==> src/rtl/imem_pkg.sv <==
`default_nettype none
// +--------------------------------------------------------------------+
// | imem_pkg : shared types and constants for the instruction memory   |
// | Rev 1.0                                                            |
// +--------------------------------------------------------------------+
package imem_pkg;

    typedef enum logic [1:0] {
        ST_IDLE = 2'd0,
        ST_LOAD = 2'd1,
        ST_DONE = 2'd2
    } state_t;

    localparam logic [31:0] NOP_INSTR  = 32'h0000_0000;
    localparam int          IMEM_WORDS = 64;

endpackage : imem_pkg
`default_nettype wire

==> src/rtl/imem_ram.sv <==
`default_nettype none
// +--------------------------------------------------------------------+
// | imem_ram : 2**AW x 32 RAM, sync write, async read, per-word valid  |
// | Rev 1.0                                                            |
// +--------------------------------------------------------------------+
module imem_ram
    import imem_pkg::*;
#(
    parameter int AW = 6
) (
    input  logic          clk,
    input  logic          rst_n,
    input  logic          i_clr,
    input  logic          i_we,
    input  logic [AW-1:0] i_waddr,
    input  logic [31:0]   i_wdata,
    input  logic [AW-1:0] i_raddr,
    output logic [31:0]   o_rdata
);

    localparam int c_DEPTH = 2**AW;

    logic [31:0]        r_mem [c_DEPTH];
    logic [c_DEPTH-1:0] r_valid;

    // Storage itself is never reset; only the valid bits gate what the CPU sees.
    always_ff @(posedge clk) begin
        if (i_we) begin
            r_mem[i_waddr] <= i_wdata;
        end
    end

    always_ff @(posedge clk or negedge rst_n) begin
        if (!rst_n) begin
            r_valid <= '0;
        end else if (i_clr) begin
            r_valid <= '0;
        end else if (i_we) begin
            r_valid[i_waddr] <= 1'b1;
        end
    end

    assign o_rdata = r_valid[i_raddr] ? r_mem[i_raddr] : NOP_INSTR;

endmodule : imem_ram
`default_nettype wire

==> src/rtl/imem_loader.sv <==
`default_nettype none
// +--------------------------------------------------------------------+
// | imem_loader : byte-stream loader and CPU fetch port for the IMEM   |
// | Rev 1.0                                                            |
// +--------------------------------------------------------------------+
module imem_loader
    import imem_pkg::*;
#(
    parameter int AW         = 6,
    parameter bit BIG_ENDIAN = 1'b1
) (
    input  logic          clk,
    input  logic          reset_n,
    input  logic          load_start,
    input  logic [6:0]    load_len,
    input  logic          byte_valid,
    input  logic [7:0]    byte_data,
    output logic          byte_ready,
    input  logic [AW-1:0] addr,
    output logic [31:0]   instr,
    output logic          cpu_hold,
    output logic          load_done,
    output logic [6:0]    words_loaded
);

    localparam int         c_MAX     = (2**AW < IMEM_WORDS) ? 2**AW : IMEM_WORDS;
    localparam logic [6:0] c_MAX_LEN = 7'(c_MAX);

    state_t        r_state;
    logic [6:0]    r_len;
    logic [6:0]    r_words;
    logic [1:0]    r_bcnt;
    logic [23:0]   r_shift;
    logic [AW-1:0] r_waddr;
    logic          r_byte_ready;
    logic          r_cpu_hold;
    logic          r_load_done;

    logic          w_fire;
    logic          w_we;
    logic          w_start;
    logic          w_last;
    logic [6:0]    w_len;
    logic [31:0]   w_wdata;

    assign w_fire  = byte_valid && r_byte_ready;
    assign w_we    = w_fire && (r_bcnt == 2'd3);
    assign w_start = load_start && (r_state != ST_LOAD);
    assign w_len   = (load_len > c_MAX_LEN) ? c_MAX_LEN : load_len;
    assign w_last  = ((r_words + 7'd1) == r_len);

    // The word is formed from the three held bytes plus the byte on the bus now.
    generate
        if (BIG_ENDIAN) begin : g_be
            assign w_wdata = {r_shift, byte_data};
        end else begin : g_le
            assign w_wdata = {byte_data, r_shift[7:0], r_shift[15:8], r_shift[23:16]};
        end
    endgenerate

    always_ff @(posedge clk or negedge reset_n) begin
        if (!reset_n) begin
            r_state      <= ST_IDLE;
            r_len        <= '0;
            r_words      <= '0;
            r_bcnt       <= '0;
            r_shift      <= '0;
            r_waddr      <= '0;
            r_byte_ready <= 1'b0;
            r_cpu_hold   <= 1'b1;
            r_load_done  <= 1'b0;
        end else begin
            case (r_state)
                ST_IDLE, ST_DONE: begin
                    if (load_start) begin
                        r_len   <= w_len;
                        r_words <= '0;
                        r_waddr <= '0;
                        r_bcnt  <= '0;
                        if (w_len == 7'd0) begin
                            r_state      <= ST_DONE;
                            r_byte_ready <= 1'b0;
                            r_cpu_hold   <= 1'b0;
                            r_load_done  <= 1'b1;
                        end else begin
                            r_state      <= ST_LOAD;
                            r_byte_ready <= 1'b1;
                            r_cpu_hold   <= 1'b1;
                            r_load_done  <= 1'b0;
                        end
                    end
                end
                ST_LOAD: begin
                    if (w_fire) begin
                        r_bcnt  <= r_bcnt + 2'd1;
                        r_shift <= {r_shift[15:0], byte_data};
                        if (w_we) begin
                            r_waddr <= r_waddr + 1'b1;
                            r_words <= r_words + 7'd1;
                            // Drop ready on the same edge so no byte past the last word is taken.
                            if (w_last) begin
                                r_state      <= ST_DONE;
                                r_byte_ready <= 1'b0;
                                r_cpu_hold   <= 1'b0;
                                r_load_done  <= 1'b1;
                            end
                        end
                    end
                end
                default: begin
                    r_state      <= ST_IDLE;
                    r_byte_ready <= 1'b0;
                    r_cpu_hold   <= 1'b1;
                    r_load_done  <= 1'b0;
                end
            endcase
        end
    end

    imem_ram #(
        .AW (AW)
    ) u_ram (
        .clk     (clk),
        .rst_n   (reset_n),
        .i_clr   (w_start),
        .i_we    (w_we),
        .i_waddr (r_waddr),
        .i_wdata (w_wdata),
        .i_raddr (addr),
        .o_rdata (instr)
    );

    assign byte_ready   = r_byte_ready;
    assign cpu_hold     = r_cpu_hold;
    assign load_done    = r_load_done;
    assign words_loaded = r_words;

endmodule : imem_loader
`default_nettype wire

==> config.mk <==
export PLATFORM = sky130hd
export DESIGN_NAME = imem_loader
export DESIGN_NICKNAME = d
export VERILOG_FILES = /design/src/rtl/imem_pkg.sv /design/src/rtl/imem_ram.sv /design/src/rtl/imem_loader.sv
export SDC_FILE = /design/constraint.sdc
export NUM_CORES = 2
export LEC_CHECK = 0
export BUFFER_PORTS_ARGS = -buffer_cell sky130_fd_sc_hd__buf_2
export CORE_MARGIN = 1
export CORE_UTILIZATION = 55
export CTS_CLUSTER_DIAMETER = 150
export CTS_CLUSTER_SIZE = 28
export DETAILED_ROUTE_END_ITERATION = 8
export GPL_ROUTABILITY_DRIVEN = 0
export HOLD_SLACK_MARGIN = 0.03
export PLACE_DENSITY_LB_ADDON = 0.1
export RECOVER_POWER = 50
export SLEW_MARGIN = 20
export SYNTH_ARGS = -nofsm -noshare
export SYNTH_HDL_FRONTEND = slang
export SYNTH_HIERARCHICAL = 1
export SYNTH_SLANG_ARGS = --single-unit
==> constraint.sdc <==
create_clock -name clk -period 6.1 [get_ports clk]
set_clock_uncertainty 0.1 [all_clocks]
set_input_delay 1.22 -clock clk [delete_from_list [all_inputs] [get_ports clk]]
set_output_delay 1.22 -clock clk [all_outputs]
set_load 0.05 [all_outputs]
After elaboration in Yosys (flattened, before gate mapping)
Memory sizes are Yosys's and may differ from the RTL's.
Index checks and enable logic that the tools add are counted.
Widths: inputs -> output; s select.
{"block": "word_totals", "regBits": 115, "ramBits": 2048, "in_bits": 25, "output_inout_bits": 42, "elab_cells": 82, "mem_count": 1}
{"name": "u_ram.r_mem", "depth": 64, "word_bits": 32, "read_ports": 1, "rd_ports_with_merged_regs": 0, "write_ports": 1, "line": "imem_ram.sv:23", "text": "logic [31:0] r_mem [c_DEPTH];"}
{"block": "classes", "add_sub_neg": 3, "magnitude_cmp": 4, "n_eq_ne": 9, "mux": 40, "bitwise": 1, "n_reduce_logical": 14}
{"op": "$mux 64", "n": 2}
{"op": "$or 64x64->64", "n": 1}
{"op": "$mux 32", "n": 1}
{"op": "$mux 7", "n": 4}
{"op": "$mux 6", "n": 3}
{"op": "$lt 6x7->1 const B", "n": 2}
{"op": "$mux 1", "n": 14}
{"op": "$mux 2", "n": 7}
{"op": "$pmux 7 s2", "n": 1}
{"op": "$pmux 6 s2", "n": 1}
{"op": "$pmux 2 s2", "n": 2}
{"op": "$reduce_and 4->1", "n": 2}
{"op": "$add 7x1->7 const B", "n": 1}
{"op": "$eq 7x7->1", "n": 1}
{"op": "$gt 7x7->1 const B", "n": 1}
{"op": "$logic_not 7->1", "n": 1}
{"op": "$add 6x1->6 const B", "n": 1}
{"op": "$bmux 1 s6", "n": 1}
{"op": "$demux 1 s6", "n": 1}
{"op": "$ge 6x1->1 const B", "n": 1}
{"op": "$ne 2x2->1 const B", "n": 3}
{"op": "$pmux 1 s2", "n": 3}
{"op": "$eq 2x2->1 const B", "n": 2}
{"op": "$logic_and 1x1->1", "n": 4}
{"op": "8 further kinds", "n": 11}

Longest topological paths before layout
{"block": "depth", "ltp_word": 7, "ltp_mapped": 10}

By module
Netlist, hierarchy kept.
{"module": "imem_ram", "n_inst": 1, "cells_each": 3625, "area_each_um2": 80374.6, "seq_area_each_um2": 63100.5}
{"module": "imem_loader", "n_inst": 1, "cells_each": 197, "area_each_um2": 2214.6, "seq_area_each_um2": 1227.4}

Worst setup path after synthesis
Ideal clock, no wire load.
{"block": "synth_path", "kind": "input -> register", "startpoint": "input byte_valid", "endpoint": "memory u_ram.r_mem[48][0] (enable)", "t_arrival_ns": 5.003, "required_time_ns": 5.495, "setup_slack_ns": 0.492, "stages": 4, "n_path_buf": 0, "cell_sequence": "and3_1 nand3_1 or2_2 nor4_1"}
{"block": "synth_between", "elab_chain_len": 4}
{"item": "start: declaration", "line": "imem_loader.sv:16", "text": "input logic byte_valid,"}
{"item": "$logic_and 1x1->1", "line": "imem_loader.sv:46", "text": "assign w_fire = byte_valid && r_byte_ready;"}
{"item": "$logic_and 1x1->1", "line": "imem_loader.sv:47", "text": "assign w_we = w_fire && (r_bcnt == 2'd3);"}
{"item": "$mux 1", "line": "imem_ram.sv:28", "text": "if (i_we) begin"}
{"item": "$mux 1 (implied by the code)", "line": "imem_ram.sv:29", "text": "r_mem[i_waddr] <= i_wdata;"}
{"item": "end: declaration", "line": "imem_ram.sv:23"}
Every way passes these cells.

Final worst setup path
{"block": "layout_path", "startpoint": "input addr[3]", "endpoint": "output instr[19]"}
{"block": "layout_between", "elab_chain_len": 3, "elab_cells_between_ends": 4, "classes_between": "mux (3); memory (1)"}
{"item": "start: declaration", "line": "imem_loader.sv:19", "text": "input logic [AW-1:0] addr,"}
{"item": "$bmux 1 s6", "line": "imem_ram.sv:43", "text": "assign o_rdata = r_valid[i_raddr] ? r_mem[i_raddr] : NOP_INSTR;"}
{"item": "$mux 1 (implied by the code)", "line": "imem_ram.sv:43"}
{"item": "$mux 32 *", "line": "imem_ram.sv:43"}
{"item": "end: declaration", "line": "imem_loader.sv:20", "text": "output logic [31:0] instr,"}
Every way passes the cells marked *; elsewhere a longest branch is shown, timed or not. The select of a mux whose other input is x is not followed.

==> results.json <==
{
  "status": "finished with violations",
  "violations": "max-capacitance violations, max-slew violations",
  "crit_arrival_ns": 4.62,
  "netlist_instances": 3822,
  "overflow": 0,
  "max_freq_mhz": 168,
  "worstPathRequired_ns": 4.78,
  "io_pins": 67,
  "slew-limit-headroom": -1.54,
  "path_clk_slew_ns": 0.11,
  "antenna_found_initial": 20,
  "cp_max_fo": 36,
  "cts_buffers": 87,
  "period_share": 0.974,
  "hp-class": "reg -> reg",
  "post_route_cells_drive_above_1_share": 0.254,
  "tritoncts": "yes",
  "slew_viol_final": 2041,
  "start_util": 0.557,
  "critical_path.endpoint": "instr[19]",
  "fp.dieArea_sq_um": 152000,
  "startpoint": "addr[3]",
  "rows": 141,
  "grt_pass1_vias": 39700,
  "layout.nets": 4024,
  "grt_max_degree": 72,
  "worst_r2r_path_depth": 1,
  "cp_slowest_cell": "buf_4",
  "power_frac_clock": 0.247,
  "leakage_nw": 27.9,
  "whs_ns": 0.403,
  "rsz0062_at_grt": "no",
  "postRouteAntennaNets": 0,
  "powerDensity_nw_per_um2": 322,
  "power_frac_seq": 0.658,
  "critical_path_class": "in -> out",
  "holdBufCountCts": 0,
  "crit_chain": "buf_2 -> nor2b_4 -> buf_4 -> buf_4 -> a22oi_1 -> a21oi_1 -> nor2_1 -> a21oi_2 -> buf_2",
  "drc_errors": 0,
  "postCtsResizedCells": 0,
  "period_needed_ns": 5.94,
  "die_x_um": 390,
  "max_stage_delay_ns": 0.57,
  "ys_seq_area_frac": 0.779,
  "hpwl_um": 127000,
  "grt_pass1_wl_um": 303000,
  "final_common_cell": "edfxtp_1",
  "synthFlopType": "edfxtp_1",
  "synth_edf_count": 2048,
  "comb_power_share": 0.095,
  "final_cell_mix": "edfxtp_1, mux4_2, a22oi_1, buf_4, nor2_1",
  "cp-start-kind": "input pin",
  "r2r_slack_ns": 2.18,
  "rr_endpoint": "u_ram/r_mem[37][12]$_DFFE_PP_",
  "netlist_area_sq_um": 82600,
  "timing.rr.start": "r_shift[4]$_DFFE_PN0P_",
  "synthTopCellsByArea": "edfxtp_1, mux4_2, dfrtp_1",
  "area_growth_pct": 8.24,
  "finalSetupViolCount": 0,
  "synth_top_cell_area_share": 0.745,
  "p_sw_frac": 0.254,
  "drt_wl_total_um": 216000,
  "avgSynthCellArea_sq_um": 21.6,
  "p_switching_w": 0.00731,
  "drt_first_iter_violations": 5970,
  "finalHoldViolCount": 0,
  "ir_drop_uv": 234,
  "viasPerCell": 6.74,
  "crit_path_end_kind": "primary output",
  "worst_skew_pair.late_latency_ns": 0.74,
  "synthArstFlopShare": 0.0523,
  "worstMarginPinSlew_ns": 3.82,
  "fp.coreArea_sq_um": 148000,
  "die_height_um": 390,
  "htree_levels": 3,
  "cts_sinks": 2161,
  "p_int_w": 0.0215,
  "cts_setup_buffers": 0,
  "tns_ns": 0,
  "wl_per_cell_um": 35.7,
  "cts_root_buffer": "clkbuf_16",
  "cap_violations": 37,
  "synth_nets": 3850,
  "yosysUniqueCellTypes": 62,
  "yosys_warnings": 6,
  "drtPass1Iterations": 6,
  "portBuffers": 66,
  "via_count": 40800,
  "synth-seq-cells": 2161,
  "clockBufferDepth": 3,
  "grt_usage": 0.287,
  "yosysTopAreaCell": "edfxtp_1"
}
## layout make-up
class / count / area, sq um
diodes: 8 / 20.0
clock buffers: 131 / 2410
clock inverters: 4 / 63.8
fillers: 10400 / 59000
inverters: 3 / 11.3
multi-input cells: 1444 / 17800
flip-flops and latches: 2161 / 64300
well taps: 2002 / 2500
repair buffers: 299 / 2290
## flip-flops by register name, indices dropped and copies added, names as in the netlist
register and count:
words_loaded 7, r_waddr 6, r_len 7, u_ram/r_mem 2048, r_shift 24, cpu_hold 1, byte_ready 1, u_ram/r_valid 64
r_bcnt 2, r_state 1
## worst min path at each step
stage / start / to / slack, ns / cells past startpoint
2_1_floorplan: u_ram/r_valid[51]$_DFFE_PN0P_ / u_ram/r_valid[51]$_DFFE_PN0P_ / 0.36 / 2
3_3_place_gp: u_ram/r_valid[31]$_DFFE_PN0P_ / u_ram/r_valid[31]$_DFFE_PN0P_ / 0.37 / 2
3_5_place_dp: r_len[2]$_DFFE_PN0P_ / r_len[2]$_DFFE_PN0P_ / 0.38 / 2
4_1_cts: reset_n / u_ram/r_valid[52]$_DFFE_PN0P_ / 0.38 / 1
5_1_grt: cpu_hold$_DFFE_PN1P_ / cpu_hold$_DFFE_PN1P_ / 0.43 / 2
6_report: cpu_hold$_DFFE_PN1P_ / cpu_hold$_DFFE_PN1P_ / 0.40 / 2
## stage by stage
step / setup slack [ns] / instance area (sq um) / util / total power, W / std cells
floorplan: 0.492 / 82600 / - / 0.0200 / 3822
CTS: 0.296 / 89500 / 0.603 / 0.0288 / 6044
finish: 0.159 / 89400 / 0.602 / 0.0288 / 6052
detailed placement: 0.294 / 87100 / 0.587 / 0.0219 / 5909
global route: 0.159 / 89400 / 0.602 / 0.0296 / 6044
global placement: 0.0335 / 87000 / 0.587 / 0.0218 / 5909
## critical path: cells and delay by family
| family | cells | cell delay [ns] |
|---|---|---|
| AND/OR/NAND/NOR | 2 | 0.75 |
| buffers and inverters | 4 | 1.69 |
| AO/OA/AOI/OAI | 3 | 0.90 |
## logic make-up after synthesis
| family | count (synthesis) | share of synthesized area |
|---|---|---|
| flops | 2161 | 0.779 |
| compound gates | 411 | 0.0354 |
| buf+inv | 217 | 0.0122 |
| xor+xnor | 14 | 0.00148 |
| mux | 569 | 0.148 |
| fa+ha+maj | 3 | 0.000455 |
| simple gates | 447 | 0.0234 |
## synthesized netlist by cell type (2+ instances only)
master / instances
clkbuf_1: 115
a21oi_2: 29
xor2_1: 6
nand2_1: 108
and2_1: 2
a21oi_1: 70
buf_6: 7
nor4_1: 6
nor3_1: 10
mux2_2: 29
o221ai_1: 2
nand2b_1: 10
a21boi_1: 2
or2_2: 5
a31oi_1: 2
o31ai_1: 4
nor2_1: 239
mux4_1: 5
xnor2_1: 8
nand3_1: 25
buf_4: 11
buf_1: 12
dfrtp_1: 112
buf_2: 68
edfxtp_1: 2048
o22ai_1: 9
a211oi_1: 5
and3_1: 2
nor2b_1: 15
nand3b_1: 10
inv_1: 2
nand4_1: 4
mux2i_1: 22
o21ai_0: 13
a22oi_1: 264
mux4_2: 513
ha_1: 3
## metal layers
layer  up-vias  part of all wire  track usage
met3       209              0.10       0.0544
met5         -           0.00015            0
met1     22400              0.41        0.437
met4         4             0.022       0.0601
li1      16200                 -            -
met2      2027              0.47        0.440
## power by group through the flow
stage / Clock [W] / Combinational [W] / Sequential (W)
global route: 0.00766 / 0.00292 / 0.0190
global placement: 0 / 0.00274 / 0.0191
finish: 0.00711 / 0.00274 / 0.0189
CTS: 0.00722 / 0.00280 / 0.0188
floorplan: 0 / 0.00107 / 0.0190
detailed placement: 0 / 0.00280 / 0.0191
No activity file was read; power rests on OpenSTA's default activity.
